File: config.mk
export PLATFORM = sky130hd
export DESIGN_NAME = ft245_tx_fifo_hsk
export DESIGN_NICKNAME = d
export VERILOG_FILES = /design/src/rtl/ft245_tx_fifo_hsk_pkg.sv /design/src/rtl/ft245_tx_fifo_hsk_mem.sv /design/src/rtl/ft245_tx_fifo_hsk.sv
export SDC_FILE = /design/constraint.sdc
export NUM_CORES = 1
export LEC_CHECK = 0
export ABC_AREA = 1
export CAP_MARGIN = 5
export CORE_ASPECT_RATIO = 0.5
export CORE_MARGIN = 2
export CORE_UTILIZATION = 52
export CTS_BUF_LIST = sky130_fd_sc_hd__clkbuf_2 sky130_fd_sc_hd__clkbuf_4 sky130_fd_sc_hd__clkbuf_8
export CTS_CLUSTER_SIZE = 12
export DETAILED_ROUTE_END_ITERATION = 12
export DONT_BUFFER_PORTS = 1
export PLACE_DENSITY = 0.65
export SYNTH_ARGS = -nofsm -noshare
export SYNTH_HDL_FRONTEND = slang
export SYNTH_SLANG_ARGS = --single-unit
File: constraint.sdc
create_clock -name in_clk -period 5.6 [get_ports in_clk]
set_input_delay 0.84 -clock in_clk [delete_from_list [all_inputs] [get_ports in_clk]]
set_output_delay 0.84 -clock in_clk [all_outputs]
set_load 0.03 [all_outputs]
File: src/rtl/ft245_tx_fifo_hsk_pkg.sv
// rtl/ft245_tx_fifo_hsk_pkg.sv - shared FT245 TX FIFO definitions: FSM encodings and default depth
package ft245_tx_fifo_hsk_pkg;

    localparam int FT245_DEPTH_WIDTH_DEF = 4;

    typedef enum logic [1:0] {
        ST_IDLE    = 2'd0,
        ST_REQ     = 2'd1,
        ST_RELEASE = 2'd2
    } tx_state_e;

endpackage

File: src/rtl/ft245_tx_fifo_hsk_mem.sv
// rtl/ft245_tx_fifo_hsk_mem.sv - byte storage for the FT245 TX FIFO: one write port, async read port
module ft245_tx_fifo_mem #(
    parameter int DEPTH_WIDTH = 4
) (
    input  logic                   in_clk,
    input  logic                   wr_en,
    input  logic [DEPTH_WIDTH-1:0] wr_addr,
    input  logic [7:0]             wr_data,
    input  logic [DEPTH_WIDTH-1:0] rd_addr,
    output logic [7:0]             rd_data
);

    logic [7:0] mem [1 << DEPTH_WIDTH];

    always_ff @(posedge in_clk) begin
        if (wr_en) begin
            mem[wr_addr] <= wr_data;
        end
    end

    assign rd_data = mem[rd_addr];

endmodule

File: src/rtl/ft245_tx_fifo_hsk.sv
// rtl/ft245_tx_fifo_hsk.sv - TX FIFO feeding an FT245 controller over a four-phase req/ack handshake
// Optional sticky drop flag enabled by defining FT245_TX_FIFO_OVERFLOW_FLAG_EN.
module ft245_tx_fifo_hsk
    import ft245_tx_fifo_hsk_pkg::*;
#(
    parameter int DEPTH_WIDTH = FT245_DEPTH_WIDTH_DEF
) (
    input  logic                 in_clk,
    input  logic                 in_rst,
    input  logic                 in_wr_en,
    input  logic [7:0]           in_wr_data,
    output logic                 out_full,
    output logic                 out_empty,
    output logic [DEPTH_WIDTH:0] out_level,
    output logic                 out_tx_hsk_req,
    input  logic                 in_tx_hsk_ack,
    output logic [7:0]           out_tx_data,
    output logic                 out_overflow
);

    localparam logic [DEPTH_WIDTH:0] DEPTH_LVL = {1'b1, {DEPTH_WIDTH{1'b0}}};

    tx_state_e              state, state_next;
    logic [DEPTH_WIDTH-1:0] wr_ptr, rd_ptr;
    logic [DEPTH_WIDTH:0]   level;
    logic                   req_q, req_next;
    logic [7:0]             data_q;
    logic [7:0]             rd_data;
    logic                   wr_accept;
    logic                   pop;

    assign out_full       = (level == DEPTH_LVL);
    assign out_empty      = (level == '0);
    assign out_level      = level;
    assign out_tx_hsk_req = req_q;
    assign out_tx_data    = data_q;

    // A write against a full FIFO is dropped even if a pop frees a slot on the same edge.
    assign wr_accept = in_wr_en && !out_full;

    ft245_tx_fifo_mem #(
        .DEPTH_WIDTH(DEPTH_WIDTH)
    ) u_mem (
        .in_clk  (in_clk),
        .wr_en   (wr_accept && !in_rst),
        .wr_addr (wr_ptr),
        .wr_data (in_wr_data),
        .rd_addr (rd_ptr),
        .rd_data (rd_data)
    );

    always_comb begin
        state_next = state;
        req_next   = req_q;
        pop        = 1'b0;
        case (state)
            ST_IDLE: begin
                if (!out_empty) begin
                    pop        = 1'b1;
                    req_next   = 1'b1;
                    state_next = ST_REQ;
                end
            end
            ST_REQ: begin
                if (in_tx_hsk_ack) begin
                    req_next   = 1'b0;
                    state_next = ST_RELEASE;
                end
            end
            ST_RELEASE: begin
                if (!in_tx_hsk_ack) begin
                    state_next = ST_IDLE;
                end
            end
            default: begin
                req_next   = 1'b0;
                state_next = ST_IDLE;
            end
        endcase
    end

    always_ff @(posedge in_clk) begin
        if (in_rst) begin
            state  <= ST_IDLE;
            wr_ptr <= '0;
            rd_ptr <= '0;
            level  <= '0;
            req_q  <= 1'b0;
            data_q <= 8'h00;
        end else begin
            state <= state_next;
            req_q <= req_next;
            if (pop) begin
                data_q <= rd_data;
                rd_ptr <= rd_ptr + DEPTH_WIDTH'(1);
            end
            if (wr_accept) begin
                wr_ptr <= wr_ptr + DEPTH_WIDTH'(1);
            end
            case ({wr_accept, pop})
                2'b10:   level <= level + (DEPTH_WIDTH+1)'(1);
                2'b01:   level <= level - (DEPTH_WIDTH+1)'(1);
                default: level <= level;
            endcase
        end
    end

`ifdef FT245_TX_FIFO_OVERFLOW_FLAG_EN
    logic overflow_q;

    always_ff @(posedge in_clk) begin
        if (in_rst) begin
            overflow_q <= 1'b0;
        end else if (in_wr_en && out_full) begin
            overflow_q <= 1'b1;
        end
    end

    assign out_overflow = overflow_q;
`else
    assign out_overflow = 1'b0;
`endif

endmodule
## Word level (Yosys, flattened, before mapping)

Memory sizes are Yosys's and may differ from the RTL's. A register that Yosys moved wholly into a read port is not among the register bits.
Index checks and enable logic that the tools add are counted.

- Add/subtract/negate cells: 4
- Eq/ne operators: 8
- Multiplexer cells: 12
- Bitwise gates (word level): 1
- Reduce and logical (&&, ||, !) cells: 9

Operator list:

| kind | count |
|---|---|
| $pmux W5 S2 | 1 |
| $add A4 B1 Y4 const B | 2 |
| $mux W1 | 6 |
| $mux W2 | 3 |
| $ne A2 B2 Y1 const B | 3 |
| $pmux W2 S3 | 1 |
| $reduce_and A3 Y1 | 2 |
| $add A5 B1 Y5 const B | 1 |
| $eq A5 B5 Y1 const B | 1 |
| $logic_not A5 Y1 | 1 |
| $sub A5 B1 Y5 const B | 1 |
| $eq A2 B1 Y1 const B | 2 |
| $eq A2 B2 Y1 const B | 2 |
| $pmux W1 S3 | 1 |
| $logic_and A1 B1 Y1 | 2 |
| $logic_not A1 Y1 | 2 |
| $logic_not A2 Y1 | 1 |
| $reduce_bool A2 Y1 | 1 |
| $not A1 Y1 | 1 |

- Flip-flop bits (word level): 16
- RAM bits: 128
- Bits of input ports: 12
- Output and inout port bits: 17
- Logic and storage cells: 40
- Memories: 1

Memories:

| memory | depth | width | read ports | clocked after Yosys merged registers in | wr ports | RTL line | text |
|---|---|---|---|---|---|---|---|
| u_mem.mem | 16 | 8 | 1 | 1 | 1 | ft245_tx_fifo_hsk_mem.sv:13 | `logic [7:0] mem [1 << DEPTH_WIDTH];` |

## Logic depth before layout (Yosys ltp)

Gate-level depths: netlist of run 1.

- Word-level depth: 6
- Mapped depth: 12
- Depth with buffers taken out: 11

## Modules after synthesis

Synthesis of run 1 repeated with hierarchy kept, for this count alone.

- Cells, all modules: 705
- Area total of the unflattened synthesis: 6836.6 um2

Modules (own cells, without submodules):

| module | times used | cells each | area each (um2) | seq. area each (um2) |
|---|---|---|---|---|
| ft245_tx_fifo_mem | 1 | 543 | 5606.6 | 3843.7 |
| ft245_tx_fifo_hsk | 1 | 162 | 1229.9 | 480.5 |

## Least setup slack after synthesis of run 1

Ideal clock, no wire load.

- Kind: register to register
- Start point: register level[0], in the netlist out_level[0]
- End point: register level[3], in the netlist out_level[3]
- Library setup time: 0.115 ns
- Arrival time: 2.210 ns
- Required time: 5.485 ns
- Path slack: 3.274 ns
- Stages on the path, launching flop included: 13
- Path buffers: 1
- Clock period less this slack: 2.326 ns
- Path through: dfxtp_1 > nor2_1 > nand4_1 > nand2_2 > inv_2 > buf_2 > ha_1 > ha_1 > a21oi_1 > nand2_1 > xor2_1 > o21ai_0 > inv_1

- Cells in the longest elaborated chain, start to end: 5
- Elaborated cells on any way between the ends: 12
- Classes of those cells: add/sub: 2; eq/ne: 3; mux: 3; reduce/logical: 4

Ends and longest elaborated chain:

| what | RTL line | text |
|---|---|---|
| start: declaration | ft245_tx_fifo_hsk.sv:25 | `logic [DEPTH_WIDTH:0] level;` |
| start signal: assignment | ft245_tx_fifo_hsk.sv:101 | `2'b10: level <= level + (DEPTH_WIDTH+1)'(1);` |
| start signal: assignment | ft245_tx_fifo_hsk.sv:102 | `2'b01: level <= level - (DEPTH_WIDTH+1)'(1);` |
| start signal: assignment | ft245_tx_fifo_hsk.sv:103 | `default: level <= level;` |
| $logic_not A5 Y1 * | ft245_tx_fifo_hsk.sv:33 | `assign out_empty = (level == '0);` |
| $mux W1 * | ft245_tx_fifo_hsk.sv:58 | `if (!out_empty) begin` |
| $mux W1 * | ft245_tx_fifo_hsk.sv:56 | `case (state)` |
| net pop | ft245_tx_fifo_hsk.sv:30 | `logic pop;` |
| $eq A2 B1 Y1 or $eq A2 B2 Y1 (tied branches) | ft245_tx_fifo_hsk.sv:100 | `case ({wr_accept, pop})` |
| $pmux W5 S2 or $reduce_bool A2 Y1 (tied branches) | n/a |  |

The timed path passes the listed nets; every way through them passes the cells marked *.
A chain may end at the register's enable or synchronous reset.

## Worst setup path in the final report of run 1

- Start point: register level[1], in the netlist out_level[1]
- End point: register level[3], in the netlist out_level[3]

- Cells in the longest elaborated chain, start to end: 5
- Elaborated cells on any way between the ends: 12
- Classes of those cells: add/sub: 2; eq/ne: 3; mux: 3; reduce/logical: 4

Ends and longest elaborated chain:

| what | RTL line |
|---|---|
| $logic_not A5 Y1 or $eq A5 B5 Y1 (tied branches) | ft245_tx_fifo_hsk.sv:33, ft245_tx_fifo_hsk.sv:32 |
| $mux W1 or $logic_not A1 Y1 (tied branches) | ft245_tx_fifo_hsk.sv:58, ft245_tx_fifo_hsk.sv:39 |
| $mux W1 or $logic_and A1 B1 Y1 (tied branches) | ft245_tx_fifo_hsk.sv:56, ft245_tx_fifo_hsk.sv:39 |
| $eq A2 B1 Y1 or $eq A2 B2 Y1 (tied branches) | ft245_tx_fifo_hsk.sv:100 |
| $pmux W5 S2 or $reduce_bool A2 Y1 (tied branches) | n/a |

Parallel ways exist; a longest one is shown, timed or not.

==> out/metrics.yaml, run 1 <==
status: "finished, final reports clean"
path_cells: "inv_1 > nand4_1 > nand2_2 > inv_2 > ha_1 > ha_1 > a21oi_1 > nand2_1 > xor2_1 > o21ai_0 > inv_1"
fin_cells: 848
r2r_cells: 11
die-area_sq_mm: 0.0138
fillers: 1050
cts_root_buffer: "clkbuf_8"
drv_cap: 0
tritoncts: "yes"
tns_ps: 0
p_switching_w: 0.00116
hold_depth: 1
syn_area_sq_mm: 0.00668
grt_first_pass_wirelength_mm: 24.4
clkPwrFrac_pct: 28.7
crit_required_ps: 5950
synth-simple-area-share_pct: 22.2
multi_input_area_sq_mm: 0.00180
arrival_ps: 2970
synth_top_area_share_pct: 57.6
netlist_top_cells_area: "edfxtp_1, nand2_1, nand3_1, dfxtp_1, inv_1"
overflow: 0
pwr-share-seq_pct: 44.5
crit_fanout: 20
cts_buffers: 17
post_cts_resize_count: 0
drt-total-wl_mm: 15.2
drc: 0
power.density_mw_per_mm2: 447
core_area_sq_mm: 0.0126
io_buffers: 0
timing.rr.end: "out_level[3]"
rsz0062_at_grt: "false"
yosysTopAreaCell: "edfxtp_1"
crit_type: "reg -> reg"
r2r_setup_slack_ps: 2980
clk_latency_ps: 450
area.sequential_sq_mm: 0.00433
max_slew.worst_pin.slew_ps: 915
final_nets: 687
die_w_um: 164
leakagePower_nw: 2.97
yosys_warnings: 0
min_from: "in_rst"
cp.buffers_inverters: 3
holdCritPathClass: "in -> reg"
crit_family: "adder cells"
synth_top_family_by_area: "simple AND/OR/NAND/NOR gates"
ys_seq_area_share_pct: 64.8
area_delta_synth_final_pct: 7.05
syn_nets: 696
timing.final.crit_period_ps: 2620
io_pins: 29
fmax_mhz: 381
first_pass_iters: 5
synth_cell_types: 24
dpl.hpwl_mm: 9.27
endpoint_kind: "flip-flop"
ant_nets: 0
hold-path-endpoint: "out_level[4]"
setup_violations: 0
min_period_over_period_pct: 46.8
wl_per_cell_um: 17.9
vias: 4470
cts_max_level: 4
start_util_pct: 53.0
synth_xor_area_share_pct: 0.918
via_per_inst: 5.27
cts_max_path_buffers: 2
slowest_stage: "dfxtp_1"
place_inst: 816
clock_skew_ps: 11.8
sw_frac_of_total_pct: 36.4
hold_viol: 0
startpoint: "out_level[1]"
r2r-start: "out_level[1]"
cts.clk_slew.worst_paths_ps: 80
synth_cells: 674
muxShareOfSynthArea_pct: 0
combPwrFrac_pct: 26.8
synth_seq_cells: 152
place_congestion: 0.848
grt_pass1_vias: 4381
die_y_um: 84.1
diodes: 0
num_rows: 29
avgSynthCellArea_sq_um: 9.90
fin_util_pct: 56.8
dr.first_iter.drc_count: 556
drive_gt1_share_pct: 6.05
grt_start_max_net_pins: 67
fin_hold_ws_ps: 449
clock_sinks: 152
grt_antenna_before_repair: 0
worst-path-stages: 11
slew-limit-headroom_pct: 38.8
cts_setup_buffers: 0
max_stage_delay_ps: 580
holdBufCountCts: 0
synth_compound_area_share_pct: 1.80
power.internal_w: 0.00203
drv_slew: 0
vdd_ir_drop_max_v: 0.000345
critPathLaunchType: "flip-flop"
synthAdderAreaFrac_pct: 1.99
track_usage_pct: 24.0
[power by group through the flow]
stage / logic [W] / registers, W / clock network, W
floorplan: 0.000701 / 0.00142 / 0
global placement: 0.000837 / 0.00145 / 0
detailed placement: 0.000849 / 0.00145 / 0
CTS: 0.000853 / 0.00142 / 0.000921
global route: 0.000979 / 0.00143 / 0.000970
finish: 0.000855 / 0.00142 / 0.000918
[cell families (layout without fill, tap and decap cells)]
family / Yosys count / after routing
simple gates: 357 / 357
flops: 152 / 152
buf+inv: 123 / 127
compound gates: 24 / 24
fa+ha+maj: 10 / 10
xor+xnor: 7 / 7
other cells: 1 / 1
[sequential cells by signal, indices dropped and copies added (netlist names)]
name and cells:
wr_ptr 4, state 2, out_tx_hsk_req 1, rd_ptr 4
out_tx_data 8, u_mem.mem 128, out_level 5
[cell usage after synthesis, drive strengths merged]
library cell    n
dfxtp          24
nor2           37
or3b            1
nand3          98
nand4           2
xor2            5
nand2         218
clkinv          2
ha              9
xnor2           2
buf            28
conb            1
clkbuf          4
fa              1
inv            89
o21ai           8
nand3b          1
a21oi          16
edfxtp        128
[metal layers]
| layer | track usage, % | part of all wire (%) | wire length, um | vias to the layer above |
|---|---|---|---|---|
| met1 | 35.5 | 47 | 7100 | 2117 |
| met3 | 7.40 | 8.9 | 1350 | 21 |
| li1 | - | - | - | 2169 |
| met2 | 34.5 | 43 | 6500 | 163 |
| met4 | 6.86 | 1.6 | 242 | 0 |
| met5 | 0 | 0 | 0 | - |
[cell usage in the layout (no fill, tap or decap)]
master	count
inv_2	2
or3b_2	1
dfxtp_2	1
fa_1	1
bufinv_16	4
clkbuf_8	17
clkinv_1	4
clkinvlp_4	5
inv_6	2
ha_1	9
xnor2_1	2
clkinv_4	2
nand3b_1	1
o21ai_0	8
nand4_1	2
nor2_1	37
buf_4	4
edfxtp_1	128
nand3_1	98
conb_1	1
dfxtp_1	23
nand2_2	3
a21oi_1	16
nand2_1	215
xor2_1	5
inv_1	87
[worst max path at each step]
stage,to
CTS,out_level[3]
detailed placement,out_level[3]
global placement,out_level[3]
global route,out_level[3]
floorplan,out_level[3]
finish,out_level[3]
[final cells by class]
| cell class | count | share of cell area (%) |
|---|---|---|
| multi-input combinational | 399 | 25.2 |
| timing repair buffer | 4 | 0.420 |
| clock inverter | 15 | 2.80 |
| sequential | 152 | 60.5 |
| clock buffer | 17 | 3.27 |
| inverter | 91 | 4.78 |
| tap | 170 | 2.98 |
[stage by stage]
step | setup WS [ps] | area (sq um) | total power [W]
2_1_floorplan | 3270 | 6680 | 0.00212
3_3_place_gp | 3000 | 6710 | 0.00228
3_5_place_dp | 2980 | 6710 | 0.00229
4_1_cts | 2980 | 7150 | 0.00319
5_1_grt | 2590 | 7150 | 0.00338
6_report | 2980 | 7150 | 0.00319
No activity file was read; power rests on OpenSTA's default activity.
==> run 2, diff against run 1 <==
==> constraint.sdc (replaced) <==
create_clock -name in_clk -period 2.65 [get_ports in_clk]
set_input_delay 0.3975 -clock in_clk [delete_from_list [all_inputs] [get_ports in_clk]]
set_output_delay 0.3975 -clock in_clk [all_outputs]
set_load 0.03 [all_outputs]
==> out/metrics.yaml, run 2 (synthesis results as in run 1) <==
final_nets: 710  # was 687
num_rows: 29  # unchanged
drv_slew: 0  # unchanged
fin_hold_ws_ps: 23.3  # was 449 ps
largest_reg_flops: 128  # unchanged
final_common_cell: "nand2_1"  # unchanged
cts_buffers: 17  # unchanged
drc: 0  # unchanged
place_congestion: 0.836  # was 0.848
track_usage_pct: 23.2  # was 24.0%
hold-path-endpoint: "rd_ptr[3]"  # was out_level[4]
post_cts_resize_count: 0  # unchanged
dr.first_iter.drc_count: 397  # was 556
p_switching_w: 0.00241  # was 0.00116 W
rsz0062_at_grt: "false"  # unchanged
overflow: 0  # unchanged
cts_setup_buffers: 0  # unchanged
timing.final.crit_period_ps: 2110  # was 2620 ps
status: "finished, final reports clean"  # unchanged
clk_latency_ps: 440  # was 450 ps
drt-total-wl_mm: 15.1  # was 15.2 mm
die_y_um: 84.1  # unchanged
mostFrequentLayoutCells: "nand2_1, edfxtp_1, nand3_1"  # unchanged
fillers: 1050  # unchanged
timing.rr.end: "out_level[3]"  # unchanged
critPathLaunchType: "flip-flop"  # unchanged
crit_fanout: 8  # was 20
drv_cap: 0  # unchanged
vias: 4526  # was 4470
worst-path-stages: 11  # unchanged
r2r-start: "out_level[0]"  # was out_level[1]
grt_first_pass_wirelength_mm: 23.2  # was 24.4 mm
diodes: 0  # unchanged
min_from: "in_rst"  # unchanged
crit_type: "reg -> reg"  # unchanged
setup_violations: 0  # unchanged
fin_area_sq_mm: 0.00727  # was 0.00715 sq mm
r2r_cells: 11  # unchanged
vdd_ir_drop_max_v: 0.000745  # was 0.000345 V
cts_root_buffer: "clkbuf_8"  # unchanged
combPwrFrac_pct: 30.3  # was 26.8%
path_cells: "nor2_1 > nand4_1 > nand2_2 > inv_2 > ha_1 > ha_1 > a21oi_1 > nand2_1 > xor2_1 > o21ai_0 > inv_1"  # was inv_1 > nand4_1 > nand2_2 > inv_2 > ha_1 > ha_1 > a21oi_1 > nand2_1 > xor2_1 > o21ai_0 > inv_1
io_buffers: 0  # unchanged
crit_required_ps: 2990  # was 5950 ps
holdCritPathClass: "in -> reg"  # unchanged
sw_frac_of_total_pct: 36.5  # was 36.4%
cts_max_path_buffers: 2  # unchanged
cts_max_level: 4  # unchanged
slowest_stage: "ha_1"  # was dfxtp_1
first_pass_iters: 5  # unchanged
grt_pass1_vias: 4147  # was 4381
dpl.hpwl_mm: 9.56  # was 9.27 mm
start_util_pct: 53.0  # unchanged
r2r_setup_slack_ps: 540  # was 2980 ps
via_per_inst: 5.20  # was 5.27
hold_viol: 0  # unchanged
holdBufCountCts: 1  # was 0
die_w_um: 164  # unchanged
max_stage_delay_ps: 360  # was 580 ps
grt_start_max_net_pins: 37  # was 67
largest-register: "u_mem.mem"  # unchanged
wl_per_cell_um: 17.3  # was 17.9 um
cp.buffers_inverters: 2  # was 3
tns_ps: 0  # unchanged
power.density_mw_per_mm2: 910  # was 447 mW/mm^2
crit_family: "adder cells"  # unchanged
ant_nets: 0  # unchanged
postPlaceCellArea_sq_mm: 0.00687  # was 0.00671 sq mm
clock_skew_ps: 7.88  # was 11.8 ps
leakagePower_nw: 3.08  # was 2.97 nW
io_pins: 29  # unchanged
die-area_sq_mm: 0.0138  # unchanged
cts.clk_slew.worst_paths_ps: 80  # about the same
finalPower_w: 0.00662  # was 0.00319 W
tritoncts: "yes"  # unchanged
worst_path_most_repeated_cell: "ha_1"
pwr-share-seq_pct: 44.5  # about the same
fmax_mhz: 473  # was 381 MHz
grt_antenna_before_repair: 0  # unchanged
drive_gt1_share_pct: 8.57  # was 6.05%
hold_depth: 1  # unchanged
max_slew.worst_pin.slew_ps: 832  # was 915 ps
endpoint_kind: "flip-flop"  # unchanged
clock_sinks: 152  # unchanged
clkPwrFrac_pct: 25.2  # was 28.7%
power.internal_w: 0.00421  # was 0.00203 W
core_area_sq_mm: 0.0126  # unchanged
arrival_ps: 2450  # was 2970 ps
area_delta_synth_final_pct: 8.96  # was 7.05%
slew-limit-headroom_pct: 44.4  # was 38.8%
min_period_over_period_pct: 79.8  # was 46.8%
-- run 2: cell count changes in the layout (fill, tap and decap cells not counted) --
cell,previous run,this run
clkbuf_4,0,4
buf_12,0,1
bufinv_16,4,2
clkinv_4,2,0
inv_6,2,0
clkinvlp_4,5,3
clkinv_2,0,3
dlygate4sd3_1,0,3
buf_4,4,23
-- run 2: worst register-to-register path, stage by stage (launching register included) --
cell and delay [ps]:
dfxtp_1 320, nor2_1 140, nand4_1 140, nand2_2 180, inv_2 50, ha_1 270
ha_1 360, a21oi_1 150, nand2_1 70, xor2_1 140, o21ai_0 140, inv_1 50
-- run 2: layout make-up --
type	count	area [sq um]	area share [%]
clock buffer	21	264	3.63
clock inverter	10	105	1.45
inverter	91	342	4.70
multi-input combinational	399	1800	24.8
sequential	152	4330	59.5
tap	170	213	2.92
timing repair buffer	27	223	3.06
-- run 2: routing by layer --
| layer | track usage (%) | vias to the layer above | wire length (um) |
|---|---|---|---|
| li1 | - | 2207 | - |
| met1 | 33.8 | 2105 | 6710 |
| met2 | 33.5 | 195 | 6480 |
| met3 | 7.45 | 19 | 1730 |
| met4 | 6.62 | 0 | 170 |
| met5 | 0 | - | 0 |
-- run 2: worst max path at each step --
stage | startpoint | end | slack [ps]
final | out_level[0] | out_level[3] | 540
after global routing | out_level[0] | out_level[4] | 300
after CTS | out_level[0] | out_level[3] | 540
after detailed placement | out_level[0] | out_level[3] | 560
after global placement | out_level[0] | out_level[3] | 570
after floorplan | out_level[0] | out_level[3] | 320
-- run 2: metrics by stage --
step	setup WS (ps)	util [%]	std cells
finish	536	57.8	870
global route	300	57.8	870
CTS	541	57.6	868
detailed placement	560	54.6	836
global placement	574	54.6	836
floorplan	324	-	674
-- run 2: power groups by stage --
stage | logic (W) | registers (W) | clock network, W
after floorplan | 0.00148 | 0.00301 | 0
after global placement | 0.00195 | 0.00300 | 0
final | 0.00200 | 0.00295 | 0.00167
after CTS | 0.00199 | 0.00295 | 0.00169
after global routing | 0.00225 | 0.00296 | 0.00179
after detailed placement | 0.00198 | 0.00300 | 0
